[config.mk]
export PLATFORM = sky130hd
export DESIGN_NAME = mul23_reconstruct_flat
export DESIGN_NICKNAME = d
export VERILOG_FILES = /design/src/rtl/div23_pkg.sv /design/src/rtl/mul23_reconstruct_if.sv /design/src/rtl/mul23_digit.sv /design/src/rtl/mul23_reconstruct.sv /design/src/flat_wrapper.sv
export SDC_FILE = /design/constraint.sdc
export NUM_CORES = 1
export LEC_CHECK = 0
export BUFFER_PORTS_ARGS = -buffer_cell sky130_fd_sc_hd__buf_2
export CAP_MARGIN = 40
export CORE_ASPECT_RATIO = 1.75
export CORE_MARGIN = 2
export CORE_UTILIZATION = 55
export CTS_CLUSTER_DIAMETER = 30
export DETAILED_ROUTE_END_ITERATION = 10
export PLACE_DENSITY = 0.78
export SETUP_SLACK_MARGIN = 0.02
export SLEW_MARGIN = 20
export SYNTH_ARGS = -nofsm -noshare
export SYNTH_HDL_FRONTEND = slang
export SYNTH_SLANG_ARGS = --single-unit
export TNS_END_PERCENT = 20
[constraint.sdc]
create_clock -name clk -period 3.58 [get_ports clk]
set_clock_uncertainty 0.1 [all_clocks]
set_input_delay 0.358 -clock clk [delete_from_list [all_inputs] [get_ports clk]]
set_output_delay 0.358 -clock clk [all_outputs]
set_load 0.02 [all_outputs]
[src/rtl/div23_pkg.sv]
// Shared constants, FSM state type and digit-count helper for the divide-by-23 family.
package div23_pkg;

  localparam int unsigned DIVISOR    = 23;
  localparam int unsigned REM_W      = 5;
  localparam int unsigned DEF_DATA_W = 32;

  typedef enum logic [1:0] {
    ST_IDLE = 2'd0,
    ST_RUN  = 2'd1,
    ST_DONE = 2'd2
  } state_e;

  function automatic int unsigned n_digits(input int unsigned digit_w,
                                           input int unsigned data_w = DEF_DATA_W);
    return data_w / digit_w;
  endfunction

endpackage

[src/rtl/mul23_reconstruct_if.sv]
// Operand/result handshake bundle for mul23_reconstruct.
interface mul23_reconstruct_if #(
  parameter int unsigned DATA_W = div23_pkg::DEF_DATA_W
);
  import div23_pkg::*;

  logic              in_valid;
  logic              in_ready;
  logic [DATA_W-1:0] in_q;
  logic [REM_W-1:0]  in_r;
  logic              out_valid;
  logic              out_ready;
  logic [DATA_W-1:0] out_x;
  logic              out_ovf;
  logic              out_err;

  modport master (
    output in_valid, in_q, in_r, out_ready,
    input  in_ready, out_valid, out_x, out_ovf, out_err
  );

  modport slave (
    input  in_valid, in_q, in_r, out_ready,
    output in_ready, out_valid, out_x, out_ovf, out_err
  );

endinterface

[src/rtl/mul23_digit.sv]
// One digit step of x = 23*q + r: sum = 23*d + carry, split into low digit and carry.
module mul23_digit
  import div23_pkg::*;
#(
  parameter int unsigned DIGIT_W = 4
) (
  input  logic [DIGIT_W-1:0] d_i,
  input  logic [REM_W-1:0]   carry_i,
  output logic [DIGIT_W-1:0] digit_o,
  output logic [REM_W-1:0]   carry_o
);

  localparam int unsigned SUM_W = DIGIT_W + REM_W;

  logic [SUM_W-1:0] sum_c;

  assign sum_c   = SUM_W'(DIVISOR) * SUM_W'(d_i) + SUM_W'(carry_i);
  assign digit_o = sum_c[DIGIT_W-1:0];
  assign carry_o = sum_c[SUM_W-1:DIGIT_W];

endmodule

[src/rtl/mul23_reconstruct.sv]
// Digit-serial x = 23*q + r rebuilder, LSB-first, one DIGIT_W-bit digit per cycle.
// Optional range check on in_r enabled by defining MUL23_RANGE_CHECK_EN.
module mul23_reconstruct
  import div23_pkg::*;
#(
  parameter int unsigned DATA_W  = DEF_DATA_W,
  parameter int unsigned DIGIT_W = 4
) (
  input  logic                clk,
  input  logic                rst_n,
  mul23_reconstruct_if.slave  bus
);

  localparam int unsigned N_DIGITS = n_digits(DIGIT_W, DATA_W);
  localparam int unsigned CNT_W    = (N_DIGITS > 1) ? $clog2(N_DIGITS) : 1;

  if (!(DIGIT_W == 1 || DIGIT_W == 2 || DIGIT_W == 4 || DIGIT_W == 8) ||
      (DATA_W % DIGIT_W) != 0) begin : g_bad_param
    $error("mul23_reconstruct: illegal DIGIT_W/DATA_W combination");
  end

  state_e            state_q;
  logic              in_ready_q;
  logic              out_valid_q;
  logic [DATA_W-1:0] out_x_q;
  logic              out_ovf_q;
  logic [DATA_W-1:0] q_q;
  logic [DATA_W-1:0] res_q;
  logic [DATA_W-1:0] res_d;
  logic [REM_W-1:0]  carry_q;
  logic [CNT_W-1:0]  cnt_q;

  logic [DIGIT_W-1:0] digit_c;
  logic [REM_W-1:0]   carry_c;
  logic               accept_c;
  logic               last_c;
  logic               release_c;

  mul23_digit #(.DIGIT_W(DIGIT_W)) u_digit (
    .d_i     (q_q[DIGIT_W-1:0]),
    .carry_i (carry_q),
    .digit_o (digit_c),
    .carry_o (carry_c)
  );

  // Result fills from the MSB side so the first digit lands at bit 0 after N_DIGITS shifts.
  assign res_d     = {digit_c, res_q[DATA_W-1:DIGIT_W]};
  assign accept_c  = (state_q == ST_IDLE) && bus.in_valid && in_ready_q;
  assign last_c    = (state_q == ST_RUN) && (cnt_q == CNT_W'(N_DIGITS - 1));
  assign release_c = (state_q == ST_DONE) && bus.out_ready;

  always_ff @(posedge clk or negedge rst_n) begin
    if (!rst_n) begin
      state_q     <= ST_IDLE;
      in_ready_q  <= 1'b0;
      out_valid_q <= 1'b0;
      out_x_q     <= '0;
      out_ovf_q   <= 1'b0;
      q_q         <= '0;
      res_q       <= '0;
      carry_q     <= '0;
      cnt_q       <= '0;
    end else begin
      case (state_q)
        ST_IDLE: begin
          in_ready_q <= 1'b1;
          if (accept_c) begin
            in_ready_q <= 1'b0;
            q_q        <= bus.in_q;
            carry_q    <= bus.in_r;
            res_q      <= '0;
            cnt_q      <= '0;
            state_q    <= ST_RUN;
          end
        end
        ST_RUN: begin
          q_q     <= q_q >> DIGIT_W;
          res_q   <= res_d;
          carry_q <= carry_c;
          cnt_q   <= cnt_q + CNT_W'(1);
          if (last_c) begin
            out_valid_q <= 1'b1;
            out_x_q     <= res_d;
            out_ovf_q   <= (carry_c != '0);
            state_q     <= ST_DONE;
          end
        end
        ST_DONE: begin
          if (release_c) begin
            out_valid_q <= 1'b0;
            in_ready_q  <= 1'b1;
            state_q     <= ST_IDLE;
          end
        end
        default: begin
          state_q    <= ST_IDLE;
          in_ready_q <= 1'b0;
        end
      endcase
    end
  end

  assign bus.in_ready  = in_ready_q;
  assign bus.out_valid = out_valid_q;
  assign bus.out_x     = out_x_q;
  assign bus.out_ovf   = out_ovf_q;

`ifdef MUL23_RANGE_CHECK_EN
  logic err_q;
  logic out_err_q;

  // Flag captured with the operands, published together with the result.
  always_ff @(posedge clk or negedge rst_n) begin
    if (!rst_n) begin
      err_q     <= 1'b0;
      out_err_q <= 1'b0;
    end else begin
      if (accept_c) begin
        err_q <= (bus.in_r >= REM_W'(DIVISOR));
      end
      if (last_c) begin
        out_err_q <= err_q;
      end else if (release_c) begin
        out_err_q <= 1'b0;
      end
    end
  end

  always_ff @(posedge clk) begin
    if (accept_c) begin
      assert (bus.in_r <= REM_W'(DIVISOR - 1))
        else $warning("mul23_reconstruct: remainder %0d out of range", bus.in_r);
    end
  end

  assign bus.out_err = out_err_q;
`else
  assign bus.out_err = 1'b0;
`endif

endmodule

[src/flat_wrapper.sv]
// flat-port wrapper written by rule: the top's interface ports become plain ports
module mul23_reconstruct_flat import div23_pkg::*;
#(
  parameter int unsigned DATA_W  = DEF_DATA_W,
  parameter int unsigned DIGIT_W = 4
)
  (clk, rst_n, bus_in_valid, bus_in_q, bus_in_r, bus_out_ready, bus_in_ready, bus_out_valid, bus_out_x, bus_out_ovf, bus_out_err);
  mul23_reconstruct_if #(.DATA_W(DATA_W)) bus_i ();
  input  logic clk;
  input  logic rst_n;
  input wire logic [$bits(bus_i.in_valid)-1:0] bus_in_valid;
  input wire logic [$bits(bus_i.in_q)-1:0] bus_in_q;
  input wire logic [$bits(bus_i.in_r)-1:0] bus_in_r;
  input wire logic [$bits(bus_i.out_ready)-1:0] bus_out_ready;
  output wire logic [$bits(bus_i.in_ready)-1:0] bus_in_ready;
  output wire logic [$bits(bus_i.out_valid)-1:0] bus_out_valid;
  output wire logic [$bits(bus_i.out_x)-1:0] bus_out_x;
  output wire logic [$bits(bus_i.out_ovf)-1:0] bus_out_ovf;
  output wire logic [$bits(bus_i.out_err)-1:0] bus_out_err;
  assign bus_i.in_valid = bus_in_valid;
  assign bus_i.in_q = bus_in_q;
  assign bus_i.in_r = bus_in_r;
  assign bus_i.out_ready = bus_out_ready;
  assign bus_in_ready = bus_i.in_ready;
  assign bus_out_valid = bus_i.out_valid;
  assign bus_out_x = bus_i.out_x;
  assign bus_out_ovf = bus_i.out_ovf;
  assign bus_out_err = bus_i.out_err;
  mul23_reconstruct #(.DATA_W(DATA_W), .DIGIT_W(DIGIT_W)) u_core (.clk(clk), .rst_n(rst_n), .bus(bus_i));
endmodule
==> impl_metrics.ini <==
[synth]
synthDistinctLibCells = 39
synthAdderAreaFrac_pct = 8.99
syn_area_per_cell_um2 = 12.0
ys_warn_count = 0
synth_edf_count = 0
synth-main-ff-cell = dfrtp_1
async_flop_share_pct = 100
syn-num-nets = 484
synth_cells = 411
synth_compound_area_share_pct = 13.0
synth_top_area_share_pct = 53.1
netlist_area_mm2 = 0.00495
synthMuxAreaShare_pct = 14.1
synth_largest_area_cell = dfrtp_1
ys_seq_area_share_pct = 53.1
synthTopCellsByArea = dfrtp_1 (53%), mux2_2 (7.3%), mux2i_1 (6.9%)
ys_ff_latch = 105
synth_top_family_by_area = multiplexers
synth-xor-area-share_pct = 0.884
synthSimpleGateAreaFrac_pct = 5.46

[clock_network]
worstSkewPairLatency_ns = 0.35
clk_path_buf_depth = 2
clock-root-buffer = clkbuf_16
cts_buffers = 9
post_cts_buffers = 0
cts.sinks = 105
clkTransAtPathRegs_ns = 0.07
cts_tree = built
htree_num_levels = 3

[power_and_ir_drop]
switchingPower_uw = 2280
peakVddDrop_uv = 591
p_sw_share_pct = 41.5
p_clk_share_pct = 16.6
p_per_area_mw_per_mm2 = 966
pwr-share-comb_pct = 49.8
seq_power_share_pct = 33.6
p_int_uw = 3210
p_leak_uw = 0.00298

[detailed_routing]
num_vias = 3278
initialDrtViolationCount = 98
drc_errors = 0
postRouteAntennaNets = 0
finalWirelength_um = 9340
wl_per_cell_um = 15.5
dr.pass1.iters = 4
vias_per_cell = 5.43

[sta]
slew_violations = 0
max_freq_ghz = 0.297
finalSetupTns_ns = 0
finalWorstSetupSlack_ns = 0.212
finalCritPeriodShare_pct = 94.1
setup_violations = 0
relSlewSlack_pct = 53.6
worstMarginPinSlew_ns = 0.696
grt_setup_unrepaired = false
hold_viol = 0
period_needed_ns = 3.37

[floorplanning]
die-width_um = 75.7
num_rows = 45
pin_count = 77
core-area_mm2 = 0.00873
start_util_pct = 56.7
die-area_mm2 = 0.00981
fp.dieH_um = 130

[setup_path]
r2r-start = u_core.q_q[1]
end_kind = register
start_kind = register
reg2reg_depth = 11
crit_arrival_ns = 3.50
worstSetupPathType = register to register
endpoint = u_core.bus.out_ovf
cp.required_ns = 3.71
crit_fanout = 5
regToRegSetupSlack_ns = 0.21
worstReg2RegEnd = u_core.bus.out_ovf
crit_start = u_core.q_q[1]

[run]
cap_violations = 0

[placed_design]
dp_slack_ns = 0.162
port_buffers = 75
routabilityCongestion = 0.837
dpl.hpwl_um = 6800
placed_area_mm2 = 0.00540

[global_routing]
grt_pass1_wl_um = 15600
grt_usage_pct = 21.0
grt_max_degree = 58
antenna_found_initial = 0
grt_pass1_vias = 3379
grt_overflow_total = 0

[final_layout]
n_antenna_cell = 0
drive_gt1_share_pct = 27.9
stdcell_area_mm2 = 0.00568
nets = 555
area_delta_synth_final_pct = 14.8
nFillCells = 702

[hold_path]
hp-class = input port to register

[outcome]
outcome = finished, final reports clean
cells by family (layout without fill, tap and decap cells):
kind of cell	count (synthesis)	in the layout
flops	105	105
compound gates	95	95
mux	66	66
simple gates	63	63
buf+inv	44	120
fa+ha+maj	32	32
xor+xnor	5	5
other cells	1	1
power by group through the flow:
stage                     sequential (uW)  combinational [uW]  clock (uW)
final                                1840                2740         911
after global routing                 1890                3140         982
after CTS                            1840                2750         926
after detailed placement             1870                2730           0
after global placement               1840                2670           0
after floorplan                      1830                2160           0
routing by layer:
layer / vias up / GRT usage, % / wire length, um
li1: 1584 / - / -
met1: 1601 / 25.0 / 3940
met2: 76 / 36.3 / 4850
met3: 17 / 3.89 / 336
met4: 0 / 8.67 / 213
met5: - / 0 / 0
worst min-delay path by stage:
stage | startpoint | endpoint | slack [ns] | cells after the start
finish | bus_in_q[7] | u_core.q_q[7] | 0.18 | 3
floorplan | rst_n | u_core.bus.in_ready | -0.04 | 0
CTS | bus_in_q[7] | u_core.q_q[7] | 0.17 | 3
detailed placement | rst_n | u_core.res_q[6] | 0.35 | 1
global route | bus_in_q[23] | u_core.q_q[23] | 0.20 | 3
global placement | rst_n | u_core.bus.out_x[5] | 0.34 | 1
cell usage in the layout, fill, tap and decap left out, types with 2 or more instances in the layout:
master | Yosys | layout
dfrtp_1 | 105 | 105
buf_2 | 18 | 74
nand2_1 | 45 | 45
mux2i_1 | 34 | 34
mux2_2 | 32 | 32
o21ai_0 | 29 | 29
a22o_1 | 28 | 28
ha_1 | 26 | 25
inv_1 | 20 | 20
o21ai_1 | 16 | 16
clkbuf_16 | 0 | 9
buf_4 | 2 | 9
a21oi_1 | 6 | 6
fa_1 | 6 | 6
nor2_1 | 5 | 5
xnor2_1 | 4 | 4
a21o_1 | 3 | 3
nand2b_1 | 3 | 3
nor3_1 | 3 | 3
clkinvlp_4 | 0 | 3
nand3_1 | 2 | 2
a32oi_1 | 2 | 2
a31oi_1 | 2 | 2
clkinv_2 | 0 | 2
critical path: stages, from the launching register on:
cell	delay [ns]
dfrtp_1	0.38
buf_4	0.16
ha_1	0.29
ha_1	0.29
fa_1	0.54
inv_1	0.07
fa_1	0.45
nand2b_1	0.19
a21oi_1	0.19
mux2i_1	0.21
nand2_1	0.09
o31a_1	0.30
through the flow:
stage | hold slack, ns | total power [uW] | utilization, % | cells
floorplan | -0.0376 | 3990 | - | 411
global placement | 0.342 | 4510 | 61.8 | 587
detailed placement | 0.354 | 4590 | 61.8 | 587
CTS | 0.174 | 5520 | 65.1 | 604
global route | 0.200 | 6010 | 65.1 | 604
finish | 0.179 | 5490 | 65.1 | 604
timing repair:
item,4_1_cts,5_1_grt
resized for setup,0,1
hold buffers,1,0
setup endpoints to repair,0,1
endpoints found under the hold margin,55,0
state kept, by name, summed over array words and instances (netlist names):
signal                flops
u_core.bus.out_x         32
u_core.q_q               32
u_core.cnt_q              3
u_core.bus.out_ovf        1
u_core.carry_q            5
u_core.bus.in_ready       1
u_core.res_q             28
u_core.bus.out_valid      1
u_core.state_q            2
final cells by class:
| cell class | instances | area [um2] | area share [%] |
|---|---|---|---|
| well taps | 117 | 146 | 2.58 |
| clock buffers | 10 | 229 | 4.03 |
| inverters | 20 | 75.1 | 1.32 |
| clock inverters | 6 | 43.8 | 0.771 |
| multi-input cells | 262 | 2110 | 37.2 |
| repair buffers | 84 | 448 | 7.88 |
| flip-flops and latches | 105 | 2630 | 46.2 |
cells in the mapped netlist, types with 4 or more instances:
cell type    n
a21oi_1      6
dfrtp_1    105
inv_1       20
nor2_1       5
mux2i_1     34
fa_1         6
o21ai_0     29
buf_2       18
ha_1        26
a22o_1      28
o21ai_1     16
nand2_1     45
mux2_2      32
xnor2_1      4
(Power assumes the default switching activity.)
